$ cat src/rtl/serial_frame_tx.sv
// Framed serial transmitter: start(0), LSB-first data, optional even parity, stop(1); accept-to-line latency 1 clk.
// Backpressure: tx_ready is high only in IDLE (including the done cycle), so words are held off for the whole frame.
module serial_frame_tx #(
    parameter int DATA_W       = 8,
    parameter int CLKS_PER_BIT = 4,
    parameter int PARITY_EN    = 0
) (
    input  logic              clk,
    input  logic              reset,
    input  logic [DATA_W-1:0] tx_data,
    input  logic              tx_valid,
    output logic              tx_ready,
    output logic              tx_line,
    output logic              busy,
    output logic              done
);
    localparam int BAUD_W = $clog2(CLKS_PER_BIT) + 1;
    localparam int BIT_W  = $clog2(DATA_W) + 1;

    typedef enum logic [2:0] {IDLE, START, DATA, PARITY, STOP} state_t;

    state_t            state;
    logic [BAUD_W-1:0] baud;
    logic [BIT_W-1:0]  bit_cnt;
    logic [DATA_W-1:0] shreg;
    logic              parity;
    logic              baud_wrap;
    logic [DATA_W-1:0] sh_next;

    assign baud_wrap = (baud == BAUD_W'(CLKS_PER_BIT - 1));
    assign sh_next   = shreg >> 1;

    always_ff @(posedge clk) begin
        if (reset) begin
            state    <= IDLE;
            tx_line  <= 1'b1;
            tx_ready <= 1'b1;
            busy     <= 1'b0;
            done     <= 1'b0;
            baud     <= '0;
            bit_cnt  <= '0;
            shreg    <= '0;
            parity   <= 1'b0;
        end else begin
            done <= 1'b0;
            if (state != IDLE) begin
                baud <= baud_wrap ? '0 : baud + BAUD_W'(1);
            end
            case (state)
                IDLE: begin
                    if (tx_valid && tx_ready) begin
                        shreg    <= tx_data;
                        parity   <= ^tx_data;
                        state    <= START;
                        tx_line  <= 1'b0;
                        busy     <= 1'b1;
                        tx_ready <= 1'b0;
                        baud     <= '0;
                    end
                end
                START: begin
                    if (baud_wrap) begin
                        state   <= DATA;
                        tx_line <= shreg[0];
                        bit_cnt <= '0;
                    end
                end
                DATA: begin
                    if (baud_wrap) begin
                        if (bit_cnt == BIT_W'(DATA_W - 1)) begin
                            // Parity is precomputed at accept, so no running XOR is needed here.
                            if (PARITY_EN != 0) begin
                                state   <= PARITY;
                                tx_line <= parity;
                            end else begin
                                state   <= STOP;
                                tx_line <= 1'b1;
                            end
                        end else begin
                            bit_cnt <= bit_cnt + BIT_W'(1);
                            shreg   <= sh_next;
                            tx_line <= sh_next[0];
                        end
                    end
                end
                PARITY: begin
                    if (baud_wrap) begin
                        state   <= STOP;
                        tx_line <= 1'b1;
                    end
                end
                STOP: begin
                    if (baud_wrap) begin
                        state    <= IDLE;
                        done     <= 1'b1;
                        busy     <= 1'b0;
                        tx_ready <= 1'b1;
                        tx_line  <= 1'b1;
                    end
                end
                default: begin
                    state    <= IDLE;
                    tx_line  <= 1'b1;
                    tx_ready <= 1'b1;
                    busy     <= 1'b0;
                end
            endcase
        end
    end
endmodule
$ cat config.mk
export PLATFORM = sky130hd
export DESIGN_NAME = serial_frame_tx
export DESIGN_NICKNAME = d
export VERILOG_FILES = /design/src/rtl/serial_frame_tx.sv
export SDC_FILE = /design/constraint.sdc
export NUM_CORES = 1
export LEC_CHECK = 0
export ABC_AREA = 1
export ABC_CLOCK_PERIOD_IN_PS = 3000
export BUFFER_PORTS_ARGS = -buffer_cell sky130_fd_sc_hd__buf_2
export CORE_ASPECT_RATIO = 1.1
export CORE_MARGIN = 8
export CORE_UTILIZATION = 45
export DETAILED_ROUTE_END_ITERATION = 8
export PLACE_DENSITY_LB_ADDON = 0.05
export SYNTH_ARGS = -nofsm -noshare
export SYNTH_HDL_FRONTEND = slang
export SYNTH_SLANG_ARGS = --single-unit
$ cat constraint.sdc
create_clock -name clk -period 3 [get_ports clk]
set_clock_uncertainty 0.05 [all_clocks]
set_input_delay 0.15 -clock clk [delete_from_list [all_inputs] [get_ports clk]]
set_output_delay 0.15 -clock clk [all_outputs]
set_load 0.005 [all_outputs]
==> summary.txt, run 1 <==
kind of critical path: reg -> reg
total core area: 0.00242 mm^2
status: complete, no violations
antenna diode count: 0
IO Pins: 15
GRT Util Overall: 11.9%
GR Util met2: 19.2%
Mapped Cells: 169
hold bufs inserted after CTS: 0
root buffer cell: clkbuf_4
post-synthesis sequential area ratio: 39.9%
syn_area_per_cell: 6.54 um^2
largest net degree at the start of global routing: 17
CP Capture Type: register
Initial Utilization: 45.6%
Yosys top cell area share: 39.9%
grt ovf: 0
Critical Path Slowest Stage Cell: dfxtp_1
VDD IR max: 456 uV
Pins Over Slew Limit: 0
PnR Total Power: 1.08 mW
Mapped Area: 0.00110 mm^2
post-route setup TNS: 0 ns
worst r2r path cells: 7
mux cell area share after synthesis: 0%
synthesis warning total: 0
initial DRC count: 49
launch point of the worst reg-to-reg path: state[0]
GR Util met1: 14.9%
routed length per instance: 11.2 um
compound-cell area share of the yosys netlist: 9.17%
Buffers on Ports: 14
DRC errors left: 0
Post-DP HPWL: 1.81 mm
area delta synth->final: 12.0%
nets: 198
M3 GR Usage: 2.95%
Post-Synth Adder-Cell Area: 2.27%
RSZ-0062 raised after global routing: no
Pleak: 0.604 nW
DRT antenna net count: 0
DR pass1 iterations: 4
cts bufs inserted: 3
post-CTS setup buffers: 0
CTS H-tree lvls: 1
clock sinks: 22
Placer Congestion: 0.871
Req. time, crit path: 3.19 ns
worst hold-check path type: in -> reg
PD cells: 870 mW/mm^2
Post-Synth Simple-Gate Area: 41.3%
largest family of logic cells by synthesized area: simple AND/OR/NAND/NOR gates
max-cap violation count: 0
maximum operating frequency: 566 MHz
Worst setup SP type: register
CTS tree: done
final hold viol count: 0
number of vias per cell: 4.88
Die Wd: 63.2 um
clk_lat worst skew: 0.31 ns
clock buffer depth: 2
Area contributors post-synth: dfxtp_1, nand2_1, nand3_1
antenna violations before repair: 0
Critical Path Max Stage Delay: 0.39 ns
post_cts resized: 0
vias post-DR: 1,049
top-count cell post-synth: nand2_1
period utilization: 58.9%
Yosys top cell by area: dfxtp_1
Critical Path End: shreg[6]
R2R setup slack: 1.23 ns
total wire length: 2.40 mm
commonest cells in the synthesized netlist: nand2_1, dfxtp_1, nand3_1
Top Usage Layer GRT: met2
Cell Rows: 19
DIE HEIGHT: 68.0 um
#FFs+latches synth: 22
Async SR Flop Fraction: 0%
Critical R2R Capture: shreg[6]
Slew HR: 67.4%
share of cells above drive strength 1: 13.0%
Finish-stage setup viols: 0
vias in the first global route: 1,011
worst-path cell chain: inv_1 > nand3_1 > o21ai_0 > inv_2 > nand2_4 > nand2_1 > a21oi_1
Die ar.: 0.00430 mm^2
CP startpoint: state[0]
Worst Max-Slew Pin Slew: 0.488 ns
EDFF count, synth: 0
first-pass GRT wire length: 4.21 mm
Synth cell types: 21
CP max FO: 13
Top FF cell, synth: dfxtp_1
register clock-pin slew on the reported worst setup and hold paths: 0.13 ns
xor/xnor share of the synthesized area: 0.793%
Final min period: 1.77 ns
syn_nets: 182
Crit path arrival time: 1.96 ns
## power by group
group	internal, mW	switching [mW]
clock network	0.0740	0.0900
registers	0.368	0.0489
logic	0.165	0.330
total	0.607	0.469
## critical path: cells and delay by family (launching register included)
kind / cells / cell delay, ns
AND/OR/NAND/NOR: 3 / 0.54
AO/OA/AOI/OAI: 2 / 0.48
flip-flops: 1 / 0.39
buffers and inverters: 2 / 0.25
## per-layer routing
metal  routed length (um)  share of wire (%)
met3                   81                3.4
met1                 1250                 52
met2                 1040                 43
met4                   21               0.88
met5                    0                  0
## state kept, by name, summed over array words and instances (netlist names)
name	count
baud	3
bit_cnt	4
busy	1
done	1
shreg	8
state	3
tx_line	1
tx_ready	1
## cells by family (layout without fill, tap and decap cells)
logic type | after synthesis | in the layout
fa+ha+maj | 2 | 2
simple gates | 106 | 106
buf+inv | 19 | 34
flops | 22 | 22
xor+xnor | 1 | 1
compound gates | 19 | 19
## layout by cell type (no fill, tap or decap), drive strengths merged
master   n
nor3b    1
a211oi   1
nand4    2
a21oi   14
o21ai    3
buf     14
nor2    19
or2      1
xor2     1
inv     16
ha       2
clkbuf   4
a221oi   1
nand2   63
nand3   20
dfxtp   22
## per-stage QoR
step	utilization (%)	hold slack [ns]	worst slack, ns	instances	area (um^2)
after floorplan	-	0.275	1.62	169	1100
after global placement	49.5	0.384	1.32	211	1200
after detailed placement	49.5	0.390	1.26	211	1200
after CTS	51.0	0.0691	1.22	215	1240
after global routing	51.0	0.0856	0.997	215	1240
final	51.0	0.0776	1.23	215	1240
## how the worst min path moves through the flow
stage	startpoint	endpoint	cells after the start
global placement	baud[2]	baud[2]	2
detailed placement	baud[2]	baud[2]	2
floorplan	tx_data[7]	shreg[7]	2
global route	tx_data[7]	shreg[7]	3
CTS	tx_data[7]	shreg[7]	3
finish	tx_data[7]	shreg[7]	3
## cell type report
| class | instances | area [um^2] |
|---|---|---|
| Clock buffer | 4 | 36.3 |
| Fill cell | 263 | 1190 |
| Sequential cell | 22 | 440 |
| Multi-Input combinational cell | 128 | 592 |
| Inverter | 16 | 60.1 |
| Timing Repair Buffer | 14 | 70.1 |
| Tap cell | 31 | 38.8 |
(Power assumes the default switching activity.)
==> inputs of run 2 (changes only) <==
ABC_CLOCK_PERIOD_IN_PS = 1550   (was 3000)
clock period = 1.55 ns   (was 3 ns; I/O delays follow)
==> run 2 against run 1 <==
Against the previous run:
- via count increased by 5.5%
- sequential cell count unchanged
- routed wire length up 1.5%
- largest cell class unchanged
- critical path type unchanged
- sequential power is 93% higher
- cell area grew 6.9%
- setup slack got worse by 1.1 ns
- maximum frequency rose by 24%
- die area did not move
- clock power grew 95%
- combinational power grew 120%
- highest routed layer unchanged
==> summary.txt, run 2 (synthesized netlist as in run 1, its figures left out) <==
Worst setup SP type: register
clock buffer depth: 2 (unchanged)
maximum operating frequency: 703 MHz (+24%)
total wire length: 2.43 mm (+1.5%)
number of flip-flops in the largest register: 8 (unchanged)
largest net degree at the start of global routing: 17 (unchanged)
filler cell count: 244 (-7.2%)
DR pass1 iterations: 4 (unchanged)
Hold Slack: 0.0673 ns (-0.0103 ns)
Placer Congestion: 0.796 (-8.6%)
Slew HR: 80.6% (+13 points)
worst r2r path cells: 7 (unchanged)
grt ovf: 0 (unchanged)
Critical Path Slowest Stage Cell: dfxtp_2
Placement Cell Area: 0.00125 mm^2 (+3.8%)
post-CTS setup buffers: 0 (unchanged)
Most flops, register: shreg
DRC errors left: 0 (unchanged)
most frequent cells in the layout: nand2_1, nand3_1, dfxtp_1, nor2_1
DIE HEIGHT: 68.0 um (unchanged)
DRT antenna net count: 0 (unchanged)
Buffers on Ports: 14 (unchanged)
PD cells: 1670 mW/mm^2 (+92%)
Crit path arrival time: 1.62 ns (-0.34 ns)
RSZ-0062 raised after global routing: no
post-route setup TNS: 0 ns (unchanged)
area delta synth->final: 19.7%
vias in the first global route: 1,010 (-0.099%)
Initial Utilization: 45.6% (unchanged)
most common cell after layout, fill and taps aside: nand2_1
antenna violations before repair: 0 (unchanged)
worst-path cell chain: nor2_1 > nand3_1 > o21ai_1 > inv_2 > nand2_4 > nand2_1 > a21oi_1
first-pass GRT wire length: 4.33 mm (+2.8%)
Final min period: 1.42 ns (-0.345 ns)
cts bufs inserted: 3 (unchanged)
Finish-stage setup viols: 0 (unchanged)
clk_lat worst skew: 0.30 ns (about the same)
number of vias per cell: 4.99 (+2.2%)
Critical Path Max Stage Delay: 0.37 ns (-0.02 ns)
status: complete, no violations
Pins Over Slew Limit: 0 (unchanged)
largest registers: shreg (8), bit_cnt (4)
CP Capture Type: register
IO Pins: 15 (unchanged)
antenna diode count: 0 (unchanged)
CP max FO: 8 (-5)
vias post-DR: 1,107 (+5.5%)
CTS H-tree lvls: 1 (unchanged)
final hold viol count: 0 (unchanged)
Pleak: 0.641 nW (+6.3%)
initial DRC count: 18 (-63%)
Req. time, crit path: 1.74 ns (-1.45 ns)
Cell Rows: 19 (unchanged)
GRT Util Overall: 12.1% (+0.21 points)
nets: 205 (+3.5%)
VDD IR max: 1000 uV (+120%)
hold depth: 4 (+1)
period utilization: 91.7% (+33 points)
Die Wd: 63.2 um (unchanged)
Die ar.: 0.00430 mm^2 (unchanged)
kind of critical path: reg -> reg
Post-DP HPWL: 1.85 mm (+2.2%)
worst hold-check path type: in -> reg
register clock-pin slew on the reported worst setup and hold paths: 0.12 ns (about the same)
CTS tree: done
total core area: 0.00242 mm^2 (unchanged)
Worst Max-Slew Pin Slew: 0.291 ns (-0.197 ns)
root buffer cell: clkbuf_4
clock sinks: 22 (unchanged)
max-cap violation count: 0 (unchanged)
Layout Cell Area excl Fill: 0.00132 mm^2 (+6.9%)
routed length per instance: 11.0 um (-1.7%)
share of cells above drive strength 1: 20.4% (+7.4 points)
-- run 2: cell types whose count changed in the layout (fill, tap and decap cells not counted), moves of 2 or more --
cell     delta
buf_4       +6
dfxtp_1     -4
dfxtp_2     +4
nor2_1      -2
nor2_2      +2
-- run 2: final timing paths --
kind | start | end | slack, ns
worst max-delay path | state[1] | shreg[2] | 0.13
worst min-delay path | tx_valid | baud[1] | 0.07
worst max register to register | state[1] | shreg[2] | 0.13
worst min register to register | baud[2] | baud[2] | 0.41
-- run 2: layout make-up --
cell class	instances	area [um^2]	share of cell area, %
multi-input combinational	128	617	46.6
sequential	22	445	33.7
timing repair buffer	21	125	9.46
inverter	16	60.1	4.54
tap	31	38.8	2.93
clock buffer	4	36.3	2.74
-- run 2: critical path, delay by kind of cell, from the launching register on --
kind	cells	cell delay (ns)
buffers and inverters	1	0.11
AOI/OAI and AO/OA	2	0.27
and+or+nand+nor	4	0.56
DFF	1	0.37
-- run 2: repair_timing --
item	CTS	global route
hold buffers	1	0
setup endpoints to repair	0	13
endpoints found under the hold margin	1	0
gates resized for setup	0	12
-- run 2: where the power goes --
part           internal (mW)  total, mW  switching, mW
logic                  0.398       1.09          0.689
registers              0.717      0.805         0.0880
clock network          0.143      0.319          0.175
total                   1.26       2.21          0.953
-- run 2: through the flow --
step,total power [mW],setup WS (ns),utilization (%),std cells
6_report,2.21,0.128,54.5,222
3_3_place_gp,1.83,0.132,51.4,217
2_1_floorplan,1.56,0.169,-,169
4_1_cts,2.17,0.0338,53.3,222
5_1_grt,2.43,0.000320,54.5,222
3_5_place_dp,1.84,0.0631,51.4,217
-- run 2: per-layer routing --
metal,up-vias,GRT usage (%),wire (um)
met1,497,13.8,1190
met5,-,0,0
met3,2,3.11,101
met4,0,6.13,18
li1,585,-,-
met2,23,20.9,1120
==> inputs of run 3 (changes only) <==
CORE_MARGIN = unset   (was 8)
==> run 3 against run 2 <==
Against the previous run:
- critical path depth rose by 2
- combinational power down 4%
- register-to-register slack hardly changed
- global-route usage increased by 8.1 points
- die area decreased by 38%
- cell count down 0.45%
- setup slack worse by 0.015 ns
- non-clock buffer count stayed put
==> summary.txt, run 3 (synthesized netlist as in run 1, its figures left out) <==
status: complete, no violations
Critical R2R Capture: state[1]
kind of critical path: reg -> reg
vias post-DR: 1,109 (+0.18%)
GRT Util Overall: 20.2% (+8.1 points)
Die ar.: 0.00266 mm^2 (-38%)
routed length per instance: 11.0 um (about the same)
largest net degree at the start of global routing: 17 (unchanged)
number of flip-flops in the largest register: 8 (unchanged)
Buffers on Ports: 14 (unchanged)
DRT antenna net count: 0 (unchanged)
Placement Cell Area: 0.00124 mm^2 (-0.10%)
worst hold-check path type: in -> reg
Final min period: 1.44 ns (+0.0147 ns)
Initial Utilization: 48.6% (+3.0 points)
vias in the first global route: 933 (-7.6%)
worst r2r path cells: 9 (+2)
DRC errors left: 0 (unchanged)
CTS tree: done
initial DRC count: 16 (-2)
Die Wd: 49.2 um (-22%)
nets: 205 (unchanged)
sequential share of power: 37.4% (+1.0 points)
Sw Pwr: 947 uW (-0.53%)
Worst Max-Slew Pin Slew: 0.305 ns (+0.0136 ns)
period utilization: 92.7% (+0.95 points)
internal power: 1.25 mW (-0.68%)
final hold viol count: 0 (unchanged)
largest registers: shreg (8), bit_cnt (4)
Layout Cell Area excl Fill: 0.00134 mm^2 (+1.5%)
Clock power frac: 14.6% (+0.2 points)
root buffer cell: clkbuf_4
first-pass GRT wire length: 4.02 mm (-7.2%)
Worst setup SP type: register
grt ovf: 0 (unchanged)
total wire length: 2.42 mm (-0.49%)
Pleak: 0.635 nW (-0.99%)
Post-DP HPWL: 1.76 mm (-4.5%)
post-route setup TNS: 0 ns (unchanged)
Hold Path End: baud[1]
min-delay src: tx_valid
CTS H-tree lvls: 1 (unchanged)
CP max FO: 6 (-2)
register clock-pin slew on the reported worst setup and hold paths: 0.12 ns (about the same)
total core area: 0.00227 mm^2 (-6.2%)
PD cells: 1640 mW/mm^2 (-2.1%)
IO Pins: 15 (unchanged)
Comb pwr share: 48.0% (-1.2 points)
number of vias per cell: 5.02 (+0.63%)
post-CTS setup buffers: 0 (unchanged)
clock sinks: 22 (unchanged)
clock buffer depth: 2 (unchanged)
Cell Rows: 18 (-1)
Most flops, register: shreg
Slew HR: 79.7% (-0.90 points)
cts bufs inserted: 3 (unchanged)
CP startpoint: bit_cnt[0]
DIE HEIGHT: 54.0 um (-21%)
Placer Congestion: 0.872 (+9.5%)
DR pass1 iterations: 4 (unchanged)
antenna diode count: 0 (unchanged)
clk_lat worst skew: 0.31 ns (about the same)
GR Util met2: 32.4% (+12 points)
antenna violations before repair: 0 (unchanged)
most common cell after layout, fill and taps aside: nand2_1
Top Usage Layer GRT: met2
Pins Over Slew Limit: 0 (unchanged)
share of cells above drive strength 1: 23.6% (+3.1 points)
R2R setup slack: 0.11 ns (about the same)
Sw Share: 43.1% (about the same)
Crit path arrival time: 1.64 ns (+0.02 ns)
filler cell count: 239 (-2.0%)
max-cap violation count: 0 (unchanged)
M3 GR Usage: 3.39% (+0.28 points)
hold depth: 4 (unchanged)
Finish-stage setup viols: 0 (unchanged)
Req. time, crit path: 1.76 ns (+0.02 ns)
CP Capture Type: register
launch point of the worst reg-to-reg path: bit_cnt[0]
VDD IR max: 792 uV (-21%)
area delta synth->final: 21.5%
most frequent cells in the layout: nand2_1, nand3_1, dfxtp_1, nor2_1
GR Util met1: 26.8% (+13 points)
maximum operating frequency: 696 MHz (-1.0%)
run 3: how the worst max path moves through the flow:
stage          depth (start not counted)         end  slack [ns]
3_3_place_gp                           9    shreg[7]        0.07
5_1_grt                                8  bit_cnt[3]       -0.01
3_5_place_dp                           9    shreg[6]        0.05
2_1_floorplan                          8    shreg[0]        0.17
4_1_cts                                9    shreg[2]        0.02
6_report                               9    state[1]        0.11
run 3: power groups by stage:
| stage | Combinational, mW | Sequential, mW | Clock, mW |
|---|---|---|---|
| 6_report | 1.05 | 0.821 | 0.321 |
| 2_1_floorplan | 0.758 | 0.805 | 0 |
| 4_1_cts | 1.02 | 0.810 | 0.334 |
| 3_3_place_gp | 0.987 | 0.817 | 0 |
| 5_1_grt | 1.21 | 0.843 | 0.356 |
| 3_5_place_dp | 1.00 | 0.822 | 0 |
run 3: per-layer routing:
metal / up-vias / routed length (um)
met4: 0 / 19
met1: 497 / 1140
li1: 587 / -
met3: 4 / 94
met5: - / 0
met2: 21 / 1160
run 3: repair_timing:
item                                    CTS  global route
endpoints found under the hold margin     1             0
hold buffers                              1             0
pin swaps                                 0             7
resized for setup                         3            16
endpoints found under the setup margin    1            16
run 3: layout make-up:
| cell class | count | area (um^2) | area share [%] |
|---|---|---|---|
| sequential | 22 | 450 | 33.6 |
| inverter | 16 | 60.1 | 4.47 |
| tap | 30 | 37.5 | 2.80 |
| timing repair buffer | 21 | 125 | 9.32 |
| clock buffer | 4 | 36.3 | 2.70 |
| multi-input combinational | 128 | 633 | 47.2 |
run 3: worst max-delay path, stage by stage (launching register included):
cell and delay [ns]:
dfxtp_4 0.39, ha_4 0.14, nand2_2 0.06, nor2_2 0.16, nor2_1 0.06, nor2_1 0.13, nand3_2 0.15, nand2_1 0.10
nand2_1 0.05, nor2_1 0.09
run 3: stage by stage:
step | hold slack [ns] | instances | worst slack [ns] | util [%] | power (mW)
floorplan | 0.203 | 169 | 0.169 | - | 1.56
global placement | 0.316 | 216 | 0.0701 | 54.7 | 1.80
detailed placement | 0.334 | 216 | 0.0458 | 54.7 | 1.83
CTS | 0.0447 | 221 | 0.0163 | 56.9 | 2.16
global route | 0.0747 | 221 | -0.0120 | 59.0 | 2.41
finish | 0.0442 | 221 | 0.113 | 59.0 | 2.20
